## src/rtl/sudoku_pkg.sv

```systemverilog
// Shared definitions for the sudoku search tiles.
//   GRID_LEN      : number of candidate values per cell (one-hot bus width)
//   tile_state_e  : search FSM state encoding
//   rotl1         : rotate a GRID_LEN one-hot vector left by one, MSB wraps to bit 0
//   lowest_set    : isolate the lowest set bit; an all-zero input yields bit 0
package sudoku_pkg;

  localparam int GRID_LEN = 9;

  typedef enum logic [1:0] {
    ST_IDLE     = 2'd0,
    ST_SCAN     = 2'd1,
    ST_DONE_FWD = 2'd2,
    ST_DONE_BAK = 2'd3
  } tile_state_e;

  function automatic logic [GRID_LEN-1:0] rotl1(input logic [GRID_LEN-1:0] x);
    return {x[GRID_LEN-2:0], x[GRID_LEN-1]};
  endfunction

  function automatic logic [GRID_LEN-1:0] lowest_set(input logic [GRID_LEN-1:0] x);
    logic [GRID_LEN-1:0] r;
    r = x & (~x + GRID_LEN'(1));
    if (r == '0) r = GRID_LEN'(1);
    return r;
  endfunction

endpackage

```

## src/rtl/search_tile_rotator.sv

```systemverilog
// onehot_rotator: combinational helper for the search pointer.
//   ptr_i     : current one-hot pointer
//   rowbias_i : requested start position for a fresh search
//   rot_o     : ptr_i rotated left by one (bit LEN-1 wraps to bit 0)
//   pick_o    : lowest set bit of rowbias_i, or bit 0 when rowbias_i is zero
module onehot_rotator
  import sudoku_pkg::*;
#(
  parameter int LEN = GRID_LEN
) (
  input  logic [LEN-1:0] ptr_i,
  input  logic [LEN-1:0] rowbias_i,
  output logic [LEN-1:0] rot_o,
  output logic [LEN-1:0] pick_o
);

  logic [LEN-1:0] iso;

  assign rot_o  = {ptr_i[LEN-2:0], ptr_i[LEN-1]};
  // x & -x isolates the lowest set bit; zero falls back to bit 0
  assign iso    = rowbias_i & (~rowbias_i + LEN'(1));
  assign pick_o = (rowbias_i == '0) ? LEN'(1) : iso;

endmodule

```

## src/rtl/search_tile.sv

```systemverilog
// search_tile: one cell of a token-passing backtracking sudoku solver.
// On a token pulse the tile scans its candidate values, one per cycle, starting
// either at rowbias (fresh descent) or just past its last committed value.
// The first value not held by a peer and not already tried this descent is
// committed and the token goes forward; if all LEN candidates are blocked the
// tile clears itself and sends the token back.
//
// Token handshake: myturn_i is a single-cycle pulse accepted only in IDLE
// (ignored otherwise, nothing is queued). Exactly one of passfwd_o / passbak_o
// answers each accepted token, as a single-cycle pulse; updaterowbias_o
// accompanies passbak_o. All outputs come from registers.
//
// Ports:
//   clock_i         : clock, rising edge
//   reset_i         : synchronous active-low reset
//   myturn_i        : token pulse, starts a search
//   occupiedmask_i  : values held by peer tiles, sampled each SCAN cycle
//   rowbias_i       : one-hot start position for a fresh search
//   value_o         : committed one-hot value, zero when empty
//   passfwd_o       : commit pulse
//   passbak_o       : exhaustion pulse
//   updaterowbias_o : request for a new rowbias, with passbak_o
//   retries_o       : saturating exhaustion count
//   giveup_o        : high while retries_o == MAX_RETRY
//   state_o         : FSM state (debug)
module search_tile
  import sudoku_pkg::*;
#(
  parameter int LEN       = GRID_LEN,
  parameter int MAX_RETRY = 15,
  parameter int RETRY_W   = $clog2(MAX_RETRY + 1)
) (
  input  logic               clock_i,
  input  logic               reset_i,
  input  logic               myturn_i,
  input  logic [LEN-1:0]     occupiedmask_i,
  input  logic [LEN-1:0]     rowbias_i,
  output logic [LEN-1:0]     value_o,
  output logic               passfwd_o,
  output logic               passbak_o,
  output logic               updaterowbias_o,
  output logic [RETRY_W-1:0] retries_o,
  output logic               giveup_o,
  output logic [1:0]         state_o
);

  localparam int STEP_W = $clog2(LEN + 1);

  tile_state_e        state_q, state_d;
  logic [LEN-1:0]     ptr_q, ptr_d;
  logic [LEN-1:0]     tried_q, tried_d;
  logic [STEP_W-1:0]  step_q, step_d;
  logic [LEN-1:0]     value_q, value_d;
  logic [RETRY_W-1:0] retries_q, retries_d;

  logic [LEN-1:0]     ptr_rot;
  logic [LEN-1:0]     ptr_pick;

  onehot_rotator #(.LEN(LEN)) u_rot (
    .ptr_i     (ptr_q),
    .rowbias_i (rowbias_i),
    .rot_o     (ptr_rot),
    .pick_o    (ptr_pick)
  );

  always_ff @(posedge clock_i) begin
    if (!reset_i) begin
      state_q   <= ST_IDLE;
      ptr_q     <= '0;
      tried_q   <= '0;
      step_q    <= '0;
      value_q   <= '0;
      retries_q <= '0;
    end else begin
      state_q   <= state_d;
      ptr_q     <= ptr_d;
      tried_q   <= tried_d;
      step_q    <= step_d;
      value_q   <= value_d;
      retries_q <= retries_d;
    end
  end

  always_comb begin
    state_d   = state_q;
    ptr_d     = ptr_q;
    tried_d   = tried_q;
    step_d    = step_q;
    value_d   = value_q;
    retries_d = retries_q;

    unique case (state_q)
      ST_IDLE: begin
        if (myturn_i) begin
          state_d = ST_SCAN;
          step_d  = '0;
          // an empty tried mask means a fresh descent: restart from rowbias;
          // otherwise resume just past the value committed last time
          ptr_d   = (tried_q == '0) ? ptr_pick : ptr_rot;
        end
      end
      ST_SCAN: begin
        if ((ptr_q & (occupiedmask_i | tried_q)) == '0) begin
          value_d = ptr_q;
          tried_d = tried_q | ptr_q;
          state_d = ST_DONE_FWD;
        end else if (step_q == STEP_W'(LEN - 1)) begin
          value_d = '0;
          tried_d = '0;
          state_d = ST_DONE_BAK;
          if (retries_q != RETRY_W'(MAX_RETRY)) retries_d = retries_q + RETRY_W'(1);
        end else begin
          ptr_d  = ptr_rot;
          step_d = step_q + STEP_W'(1);
        end
      end
      ST_DONE_FWD: state_d = ST_IDLE;
      ST_DONE_BAK: state_d = ST_IDLE;
      default:     state_d = ST_IDLE;
    endcase
  end

  assign value_o         = value_q;
  assign passfwd_o       = (state_q == ST_DONE_FWD);
  assign passbak_o       = (state_q == ST_DONE_BAK);
  assign updaterowbias_o = (state_q == ST_DONE_BAK);
  assign retries_o       = retries_q;
  assign giveup_o        = (retries_q == RETRY_W'(MAX_RETRY));
  assign state_o         = state_q;

endmodule

```

## config.mk

```make
export PLATFORM = sky130hd
export DESIGN_NAME = search_tile
export DESIGN_NICKNAME = d
export VERILOG_FILES = /design/src/rtl/sudoku_pkg.sv /design/src/rtl/search_tile_rotator.sv /design/src/rtl/search_tile.sv
export SDC_FILE = /design/constraint.sdc
export NUM_CORES = 1
export LEC_CHECK = 0
export CAP_MARGIN = 20
export CORE_UTILIZATION = 42
export DETAILED_ROUTE_END_ITERATION = 7
export DONT_BUFFER_PORTS = 1
export PLACE_DENSITY = 0.67
export SETUP_SLACK_MARGIN = 0.15
export SYNTH_ARGS = -nofsm -noshare
export SYNTH_HDL_FRONTEND = slang
export SYNTH_SLANG_ARGS = --single-unit
```

## constraint.sdc

```tcl
create_clock -name clock_i -period 1.82 [get_ports clock_i]
set_input_delay 0.546 -clock clock_i [delete_from_list [all_inputs] [get_ports clock_i]]
set_output_delay 0.546 -clock clock_i [all_outputs]
set_load 0.02 [all_outputs]
```

# Word level (Yosys, flattened, before mapping)
# Cells that the tools add are included.
dict set report totals {
  wordCells 53
  romBits 0
  output_inout_bits 19
  regBits 37
  mem_bits_rw 0
  mem_count 0
  latch_bits 0
  input_bits 21
}
dict set report op_classes {
  n_mux 17
  order_cmp 0
  add_sub_neg 3
  n_shift 0
  n_eq_ne 10
  n_bitwise 6
  div 0
  reduce_logical 11
  multipliers 0
}
# op n
set op_table {}
lappend op_table {{$mux 9} 8}
lappend op_table {{$logic_not 9->1} 3}
lappend op_table {{$and 9x9->9} 2}
lappend op_table {{$or 9x9->9} 2}
lappend op_table {{$pmux 9 s2} 1}
lappend op_table {{$mux 4} 3}
lappend op_table {{$add 9x1->9 const B} 1}
lappend op_table {{$not 9->9} 1}
lappend op_table {{$add 4x1->4 const B} 2}
lappend op_table {{$eq 4x4->1 const B} 2}
lappend op_table {{$pmux 4 s2} 1}
lappend op_table {{$reduce_and 4->1} 2}
lappend op_table {{$mux 2} 3}
lappend op_table {{$ne 2x2->1 const B} 3}
lappend op_table {{$pmux 2 s3} 1}
lappend op_table {{$eq 2x2->1 const B} 2}
lappend op_table {{$ne 4x4->1 const B} 1}
lappend op_table {{$reduce_and 2->1} 2}
lappend op_table {{$reduce_bool 2->1} 2}
lappend op_table {{$ne 3x3->1 const B} 1}
lappend op_table {{$eq 2x1->1 const B} 1}
lappend op_table {{$logic_not 2->1} 1}
lappend op_table {{$reduce_or 2->1} 1}
lappend op_table {{$not 1->1} 1}

# Depth between registers and ports, before layout
# Gate-level depths: netlist of the first run.
dict set report logic_depth {
  ltp_word 7
  mapped_depth 8
  mapped_depth_nobuf 7
}

# Hierarchy
# A second synthesis of the first run with hierarchy kept.
dict set report hier_totals {
  cells_unflattened 227
  area_unflattened_um2 2139.6
}
# module cells_each instances area_each_um2
set by_module_without_submodules {}
lappend by_module_without_submodules {search_tile 202 1 1940.6}
lappend by_module_without_submodules {onehot_rotator 25 1 198.9}

# Least setup slack after synthesis of the first run
# OpenSTA, ideal clock, no wires.
dict set report synth_path {
  kind {in2reg}
  start {input occupiedmask_i[0]}
  end {register value_q[1] (netlist: value_o[1])}
  setup_time_ns 0.117
  t_arrival_ns 1.696
  stages 7
  required_time_ns 1.703
  slack_ns 0.007
  n_path_buf 1
  path_cell_list {o21ai_1 > nand4_2 > nor3_4 > o21ai_1 > and2_1 > buf_6 > a22o_1}
}
dict set report synth_via {
  elab_chain_len 5
  word_cells_on_any_way 6
}
# item line_no
set synth_rtl {}
lappend synth_rtl {{from (decl)} search_tile.sv:36} ;# input logic [LEN-1:0] occupiedmask_i,
lappend synth_rtl {{$or 9x9->9 *} search_tile.sv:103} ;# if ((ptr_q & (occupiedmask_i | tried_q)) == '0) begin
lappend synth_rtl {{$and 9x9->9 *} search_tile.sv:103}
lappend synth_rtl {{$logic_not 9->1 *} search_tile.sv:103}
lappend synth_rtl {{$reduce_bool 2->1 (no source line)} n/a}
lappend synth_rtl {{$reduce_and 2->1 (no source line)} n/a}
lappend synth_rtl {{to (signal assigned)} search_tile.sv:79} ;# value_q <= value_d;
lappend synth_rtl {{to (decl)} search_tile.sv:53} ;# logic [LEN-1:0] value_q, value_d;
# Mark *: on every way between the ends. The rest lies on a longest branch, timed or not.
# A chain may end at the register's enable or synchronous reset.

# Worst setup path in the final report of the first run
dict set report layout_path {
  start {register tried_q[1]}
  end {register ptr_q[6]}
}
dict set report layout_via {
  elab_chain_len 5
  word_cells_on_any_way 9
}
# item line_no
set layout_rtl {}
lappend layout_rtl {{from (decl)} search_tile.sv:51} ;# logic [LEN-1:0] tried_q, tried_d;
lappend layout_rtl {{from (signal assigned)} search_tile.sv:77} ;# tried_q <= tried_d;
lappend layout_rtl {{$or 9x9->9} search_tile.sv:103}
lappend layout_rtl {{$and 9x9->9} search_tile.sv:103}
lappend layout_rtl {{$logic_not 9->1} search_tile.sv:103}
lappend layout_rtl {{$ne 2x2->1 (no source line)} n/a}
lappend layout_rtl {{$reduce_and 4->1 (no source line)} n/a}
lappend layout_rtl {{to (signal assigned)} search_tile.sv:76} ;# ptr_q <= ptr_d;
lappend layout_rtl {{to (decl)} search_tile.sv:50} ;# logic [LEN-1:0] ptr_q, ptr_d;
# Several ways; a longest one is shown, not always the timed one. The select of a mux whose other input is x is not followed.

==> impl_metrics.tcl, run 1 <==
set metrics [dict create \
    vias 1553 \
    timing.fmax_mhz 574 \
    final_cell_mix "dfxtp_1, nor2_1, buf_4" \
    grt_pass1_wl_um 6760 \
    start_util_pct 45.2 \
    worstPathRequired_ns 2.01 \
    place_hpwl_um 3130 \
    via_per_inst 5.77 \
    start_kind "register" \
    cp-end-kind "register" \
    synth.top_cell.area_share_pct 43.4 \
    syn2layout_area_growth_pct 34.2 \
    drt-initial-drc-count 74 \
    synth-edff-count 0 \
    max_stage_delay_ns 0.36 \
    clock-root-buffer "clkbuf_8" \
    num-nets-final 244 \
    yosysWarnings 0 \
    area.sequential_um2 748 \
    setup_viol 0 \
    cp.arrival_ns 1.93 \
    yosys.area.top_type "dfxtp_1" \
    clock_latency_ns 0.29 \
    worstSetupPathType "reg2reg" \
    ant_nets 0 \
    antenna_found_initial 0 \
    synth.avg_cell_area_um2 8.98 \
    timing.setup.tns_ns 0 \
    cts_tree "built" \
    power_density_nw_per_um2 1200 \
    die_area_um2 4320 \
    ir_drop_mv 0.741 \
    synth_cells 190 \
    async_flop_share_pct 0 \
    crit_chain "o21ai_4 > nand4_4 > o311ai_4 > a21oi_4 > clkbuf_16 > a211oi_1" \
    numCtsBuffers 5 \
    ioPinCount 40 \
    grt-ovfl-total 0 \
    rsz0062_at_grt "yes" \
    nFillCells 281 \
    slowest_stage "dfxtp_1" \
    rows 22 \
    hold_path_class "in2reg" \
    maxCapViolCount 0 \
    leakagePower_nw 0.874 \
    htreeDepth 2 \
    cts.clk_slew.worst_paths_ns 0.07 \
    io_buffers 0 \
    syn_nets 214 \
    fp.dieH_um 65.7 \
    run_status "finished clean" \
    drc 0 \
    report.final.hold_viol_count 0 \
    synth_top_flop_cell "dfxtp_1" \
    period_needed_ns 1.74 \
    drtPass1Iterations 4 \
    gp_congestion 0.851 \
    antenna_cells 0 \
    ys_types 47 \
    multiInputGateArea_um2 1070 \
    ys_ff_latch 37 \
    core-area_um2 3770 \
    slew_viol_final 0 \
    wire_per_inst_um 16.4 \
    clock-sinks 37 \
    critPathMaxFanout 8 \
    grt_pass1_vias 1501 \
    finClkSkew_ns 0.00393 \
    die_x_um 65.7 \
    tightestPinTransition_ns 0.566 \
    synth_area_um2 1710 \
    hold_buffers 0 \
    finalCritPeriodShare_pct 95.7 \
    grt.total_usage_pct 20.9 \
    final_common_cell "dfxtp_1" \
    drive_gt1_share_pct 36.7 \
    routed_wl_um 4430 \
    synth_area_leaders "dfxtp_1, nor2_1, a21oi_1" \
    clock_path_buffers 2 \
    yosysSeqAreaShare_pct 43.4 \
    p_total_w 0.00275 \
    grt_max_degree 18 \
    max_slew_margin_pct 62.2 \
]
layout make-up:
type / instances / share of cell area [%]
timing repair buffer: 31 / 13.6
tap: 48 / 2.62
clock inverter: 2 / 0.437
multi-input combinational: 141 / 46.9
sequential: 37 / 32.7
clock buffer: 6 / 3.17
inverter: 4 / 0.656
synth_stat cells, types with 2 or more instances:
master / n
dfxtp_1: 37
nand3_1: 4
inv_1: 4
a211oi_1: 6
ha_1: 3
nor2b_1: 2
nor2_1: 29
a211oi_2: 2
nor4_1: 2
mux2i_1: 3
o21ai_0: 2
buf_4: 2
buf_2: 3
and2_1: 3
o21ai_1: 13
nand2_1: 9
nor4b_1: 3
xnor2_1: 2
a21oi_1: 17
nor3_1: 7
a22o_1: 9
nand2b_1: 3
state kept, by name, indices dropped and copies added, names as in the netlist:
| signal | flops |
|---|---|
| ptr_q | 9 |
| retries_o | 4 |
| state_o | 2 |
| step_q | 4 |
| tried_q | 9 |
| value_o | 9 |
cell families (layout without fill, tap and decap cells):
| group | after synthesis | in the layout | synth area share, % |
|---|---|---|---|
| xor gates and xnor gates | 2 | 2 | 1.03 |
| and+or+nand+nor | 78 | 78 | 26.2 |
| muxes | 4 | 4 | 2.42 |
| DFF | 37 | 37 | 43.4 |
| AOI/OAI and AO/OA | 54 | 54 | 21.0 |
| buffers and inverters | 12 | 43 | 3.74 |
| adders and majority gates | 3 | 3 | 2.20 |
worst max-delay path: cells and delay by family (launching register included):
family	cells	cell delay, ns
compound gates	4	0.92
flops	1	0.36
simple gates	1	0.16
buf+inv	1	0.20
power breakdown:
group	switching [W]	internal [W]
Sequential	0.000103	0.000903
Combinational	0.000574	0.000614
Clock	0.000287	0.000265
final timing paths:
kind | startpoint | to | slack, ns | cells past startpoint
setup / recovery | tried_q[1] | ptr_q[6] | 0.08 | 6
setup reg to reg | tried_q[1] | ptr_q[6] | 0.08 | 6
hold / removal | reset_i | step_q[3] | 0.40 | 2
hold reg to reg | step_q[3] | step_q[3] | 0.49 | 2
routing by layer:
layer / global-route usage, % / part of all wire (%) / up-vias
li1: - / - / 749
met1: 24.4 / 43 / 737
met2: 34.8 / 48 / 58
met3: 6.42 / 7.1 / 9
met4: 8.97 / 1.9 / 0
met5: 0 / 0 / -
through the flow:
stage | instance area, um^2 | hold WS [ns] | setup WS (ns) | instances | utilization [%]
after floorplan | 1780 | 0.451 | 0.0482 | 190 | -
after global placement | 1980 | 0.462 | 0.0381 | 253 | 52.5
after detailed placement | 1980 | 0.474 | 0.0146 | 253 | 52.5
after CTS | 2120 | 0.392 | 0.147 | 264 | 56.2
after global routing | 2290 | 0.416 | 0.00563 | 269 | 60.7
final | 2290 | 0.402 | 0.0788 | 269 | 60.7
what timing repair did:
item                                    4_1_cts  5_1_grt
gates resized for setup                      10       23
endpoints found under the setup margin       18       28
setup buffers                                 3        2
gates cloned                                  0        3
pin swaps                                     1        4
(Power assumes the default switching activity.)
==> run 2, diff against run 1 <==
--- a/config.mk
+++ b/config.mk
@@ -6,10 +6,13 @@
 export NUM_CORES = 1
 export LEC_CHECK = 0
 export CAP_MARGIN = 20
-export CORE_UTILIZATION = 42
+export CELL_PAD_IN_SITES_DETAIL_PLACEMENT = 0
+export CELL_PAD_IN_SITES_GLOBAL_PLACEMENT = 1
+export CORE_UTILIZATION = 41
+export CTS_CLUSTER_DIAMETER = 40
 export DETAILED_ROUTE_END_ITERATION = 7
 export DONT_BUFFER_PORTS = 1
-export PLACE_DENSITY = 0.67
+export PLACE_DENSITY = 0.81
 export SETUP_SLACK_MARGIN = 0.15
 export SYNTH_ARGS = -nofsm -noshare
 export SYNTH_HDL_FRONTEND = slang
==> run 2 against run 1 <==
Net effect:
- cell count rose by 0.74%
- count of clock-buffer cells in the layout fell by 1
- clock power rose by 30%
- sequential power barely moved
- hold slack got worse by 0.0061 ns
- critical path type unchanged
- largest power group unchanged
- highest routed layer unchanged
==> impl_metrics.tcl, run 2 (synthesis results as in run 1) <==
set metrics [dict create \
    antenna_found_initial 0 \
    holdWs_ns 0.396 \
    start_util_pct 42.6 \
    p_sw_share_pct 35.0 \
    io_buffers 0 \
    finalCritPeriodShare_pct 96.0 \
    max_slew_margin_pct 56.8 \
    seq_power_share_pct 35.9 \
    final_common_cell "dfxtp_1" \
    period_needed_ns 1.75 \
    worstSetupPathType "reg2reg" \
    worstPathRequired_ns 2.02 \
    cts_tree "built" \
    clock-sinks 37 \
    p_total_w 0.00285 \
    grt-ovfl-total 0 \
    clkPwrFrac_pct 25.3 \
    fp.dieH_um 66.5 \
    maxCapViolCount 0 \
    power_switching_w 0.000996 \
    drc 0 \
    place_hpwl_um 3080 \
    drt-initial-drc-count 69 \
    timing.fmax_mhz 572 \
    dpl.cell_count 255 \
    gp_congestion 0.864 \
    clock_path_buffers 2 \
    rows 23 \
    run_status "finished clean" \
    hold_path_class "in2reg" \
    timing.setup.tns_ns 0 \
    cts.clk_slew.worst_paths_ns 0.08 \
    max_stage_delay_ns 0.34 \
    cp-end-kind "register" \
    num-nets-final 244 \
    rsz0062_at_grt "yes" \
    leakagePower_nw 0.878 \
    syn2layout_area_growth_pct 35.4 \
    post-route-util_pct 57.7 \
    htreeDepth 2 \
    grt_pass1_wl_um 6490 \
    instances_no_fill 271 \
    final_cell_mix "dfxtp_1, buf_4, nor2_1" \
    report.final.hold_viol_count 0 \
    antenna_cells 0 \
    clock_latency_ns 0.29 \
    power_density_nw_per_um2 1230 \
    ir_drop_mv 0.697 \
    crit_chain "inv_2 > ha_4 > nand3b_1 > o311ai_4 > a21oi_4 > clkbuf_16 > nor2_1 > a211oi_2" \
    grt.total_usage_pct 19.9 \
    numCtsBuffers 5 \
    drtPass1Iterations 5 \
    core-area_um2 4000 \
    routed_wl_um 4570 \
    critPathMaxFanout 10 \
    finClkSkew_ns 0.00638 \
    tightestPinTransition_ns 0.647 \
    setup_viol 0 \
    cp.arrival_ns 1.95 \
    power_frac_comb_pct 38.8 \
    ant_nets 0 \
    ioPinCount 40 \
    clock-root-buffer "clkbuf_8" \
    start_kind "register" \
    die_x_um 66.5 \
    grt_max_degree 21 \
    slew_viol_final 0 \
    p_int_w 0.00185 \
    wire_per_inst_um 16.8 \
    slowest_stage "dfxtp_2" \
    nFillCells 340 \
    via_per_inst 5.77 \
    drive_gt1_share_pct 41.2 \
    hold_buffers 0 \
    vias 1564 \
    grt_pass1_vias 1414 \
    die_area_um2 4420 \
]
run 2: timing repair:
action,4_1_cts,5_1_grt
setup buffers,0,5
pin swaps,0,10
cloned,0,3
endpoints found under the setup margin,6,27
resized for setup,6,35
run 2: cell type report:
type	count	area [um^2]	area share, %
Inverter	4	15.0	0.650
Clock inverter	3	46.3	2.01
Sequential cell	37	753	32.6
Tap cell	50	62.6	2.71
Timing Repair Buffer	31	282	12.2
Clock buffer	5	68.8	2.98
Multi-Input combinational cell	141	1080	46.8
run 2: metal layers:
metal	part of all wire, %	up-vias	track usage (%)	routed length [um]
li1	-	749	-	-
met1	40	739	21.6	1820
met2	53	63	35.8	2430
met3	4.6	13	5.31	212
met4	2.2	0	8.78	99
met5	0	-	0	0
run 2: power groups by stage:
stage	Clock [W]	Combinational, W	Sequential (W)
floorplan	0	0.000525	0.00103
global placement	0	0.000804	0.00102
detailed placement	0	0.000816	0.00102
CTS	0.000733	0.000836	0.00101
global route	0.000766	0.00118	0.00103
finish	0.000721	0.00110	0.00102
run 2: worst paths after layout:
kind | start | endpoint | slack [ns] | cells past startpoint
setup reg to reg | step_q[1] | ptr_q[7] | 0.07 | 8
hold / removal | reset_i | step_q[3] | 0.40 | 2
hold reg to reg | step_q[3] | step_q[3] | 0.49 | 2
setup / recovery | step_q[1] | ptr_q[7] | 0.07 | 8
run 2: critical path, delay by kind of cell (launching register included):
family | cells | cell delay, ns
flip-flops | 1 | 0.34
AO/OA/AOI/OAI | 3 | 0.70
adder cells (fa/ha/maj) | 1 | 0.15
buffers and inverters | 2 | 0.28
AND/OR/NAND/NOR | 2 | 0.19
run 2: through the flow:
step	cell area, um^2	setup slack (ns)
detailed placement	1970	-0.0120
global placement	1970	0.0214
global route	2310	0.0167
CTS	2100	0.155
floorplan	1780	0.0482
finish	2310	0.0733
==> run 3, diff against run 2 <==
--- a/config.mk
+++ b/config.mk
@@ -8,11 +8,11 @@
 export CAP_MARGIN = 20
 export CELL_PAD_IN_SITES_DETAIL_PLACEMENT = 0
 export CELL_PAD_IN_SITES_GLOBAL_PLACEMENT = 1
-export CORE_UTILIZATION = 41
+export CORE_UTILIZATION = 42
 export CTS_CLUSTER_DIAMETER = 40
 export DETAILED_ROUTE_END_ITERATION = 7
 export DONT_BUFFER_PORTS = 1
-export PLACE_DENSITY = 0.81
+export PLACE_DENSITY = 0.8
 export SETUP_SLACK_MARGIN = 0.15
 export SYNTH_ARGS = -nofsm -noshare
 export SYNTH_HDL_FRONTEND = slang
==> constraint.sdc (replaced) <==
create_clock -name clock_i -period 2.1 [get_ports clock_i]
set_input_delay 0.63 -clock clock_i [delete_from_list [all_inputs] [get_ports clock_i]]
set_output_delay 0.63 -clock clock_i [all_outputs]
set_load 0.02 [all_outputs]
==> run 3 against run 2 <==
Net effect:
- combinational power decreased by 43%
- count of clock-buffer cells in the layout unchanged
- via count fell by 8.4%
- non-clock buffer count is 20 lower
- clock power shrank 13%
- setup slack better by 0.14 ns
- hold slack improved by 0.080 ns
- sequential power is 15% lower
- critical endpoint is now passfwd_o
==> impl_metrics.tcl, run 3 (synthesis results as in run 1) <==
set metrics [dict create \
    run_status "finished clean" \
    worstSetupPathType "reg2out" \
    pre_cts_slack_ns 0.118 \
    r2r-end "ptr_q[0]" \
    p_int_w 0.00139 \
    io_buffers 0 \
    max_slew_margin_pct 64.2 \
    die_x_um 65.7 \
    grt_pass1_vias 1416 \
    clock-root-buffer "clkbuf_8" \
    rows 22 \
    cts.clk_slew.worst_paths_ns 0.08 \
    num-nets-final 224 \
    rr_startpoint "step_q[0]" \
    min_to "step_q[3]" \
    power_switching_w 0.000733 \
    drc 0 \
    drt-initial-drc-count 73 \
    worstPathRequired_ns 1.47 \
    rsz0062_at_grt "yes" \
    vias 1432 \
    start_util_pct 45.2 \
    drive_gt1_share_pct 17.4 \
    syn2layout_area_growth_pct 14.0 \
    clkPwrFrac_pct 29.4 \
    start_kind "register" \
    fp.dieH_um 65.7 \
    via_per_inst 5.75 \
    place_hpwl_um 2960 \
    cp.arrival_ns 1.25 \
    antenna_found_initial 0 \
    reg2regPathDepth 8 \
    tightestPinTransition_ns 0.537 \
    wire_per_inst_um 16.0 \
    maxCapViolCount 0 \
    hold_path_class "in2reg" \
    setup_viol 0 \
    core-area_um2 3770 \
    clock-sinks 37 \
    timing.fmax_mhz 531 \
    final_cell_mix "dfxtp_1, nor2_1, a21oi_1" \
    finClkSkew_ns 0.00578 \
    drtPass1Iterations 4 \
    htreeDepth 2 \
    ant_nets 0 \
    setup_ws_ns 0.218 \
    clock_latency_ns 0.29 \
    slew_viol_final 0 \
    critPathMaxFanout 5 \
    p_sw_share_pct 34.5 \
    grt-ovfl-total 0 \
    report.final.hold_viol_count 0 \
    numCtsBuffers 5 \
    grt_pass1_wl_um 6460 \
    ir_drop_mv 0.516 \
    seq_power_share_pct 41.0 \
    clock_path_buffers 2 \
    timing.setup.tns_ns 0 \
    cp-end-kind "output port" \
    hold_buffers 0 \
    leakagePower_nw 0.718 \
    routed_wl_um 4000 \
    rrSetupSlack_ns 0.33 \
    cts_tree "built" \
    nFillCells 358 \
    antenna_cells 0 \
    critPathLaunch "state_o[1]" \
    die_area_um2 4320 \
    hp-start "reset_i" \
    holdPathStages 2 \
    finalCritPeriodShare_pct 89.6 \
    power_density_nw_per_um2 1090 \
    grt.total_usage_pct 20.2 \
    period_needed_ns 1.88 \
    power_frac_comb_pct 29.6 \
    grt_max_degree 19 \
    ioPinCount 40 \
    gp_congestion 0.789 \
    final_common_cell "dfxtp_1" \
]
## run 3: power by group through the flow
stage	Combinational, W	Clock (W)	Sequential, W
3_3_place_gp	0.000598	0	0.000883
2_1_floorplan	0.000416	0	0.000882
3_5_place_dp	0.000614	0	0.000886
5_1_grt	0.000681	0.000675	0.000882
4_1_cts	0.000616	0.000639	0.000869
6_report	0.000629	0.000624	0.000872
## run 3: worst max path at each step
stage	to	slack, ns	cells past startpoint
after global placement	ptr_q[0]	0.14	7
after detailed placement	ptr_q[2]	0.12	6
after global routing	passfwd_o	0.15	2
final	passfwd_o	0.22	2
after floorplan	value_o[1]	0.20	7
after CTS	updaterowbias_o	0.20	2
## run 3: worst max-delay path, stage by stage, from the launching register on
cell and delay (ns):
dfxtp_1 0.40, buf_4 0.19, nor2b_1 0.37
## run 3: cell type report
| type | count | area, um^2 | share of cell area, % |
|---|---|---|---|
| Clock buffer | 5 | 68.8 | 3.54 |
| Timing Repair Buffer | 11 | 95.1 | 4.89 |
| Sequential cell | 37 | 743 | 38.2 |
| Inverter | 4 | 15.0 | 0.772 |
| Multi-Input combinational cell | 141 | 916 | 47.1 |
| Clock inverter | 3 | 46.3 | 2.38 |
| Tap cell | 48 | 60.1 | 3.09 |
## run 3: metrics by stage
step | power [W] | instances | hold slack (ns) | instance area [um^2] | utilization (%)
2_1_floorplan | 0.00130 | 190 | 0.451 | 1710 | -
3_3_place_gp | 0.00148 | 241 | 0.470 | 1810 | 48.0
3_5_place_dp | 0.00150 | 241 | 0.475 | 1810 | 48.0
4_1_cts | 0.00212 | 249 | 0.465 | 1930 | 51.2
5_1_grt | 0.00224 | 249 | 0.482 | 1940 | 51.6
6_report | 0.00213 | 249 | 0.476 | 1940 | 51.6
## run 3: layer usage
layer	track usage [%]	vias up	routed length (um)
met5	0	-	0
met4	9.78	0	71
met3	4.69	8	296
met2	31.6	53	1810
met1	25.9	665	1810
li1	-	706	-
## run 3: repair_timing
action,in CTS,in global routing
gates resized for setup,2,3
endpoints found under the setup margin,1,5
setup buffers,0,0
pin swaps,0,0
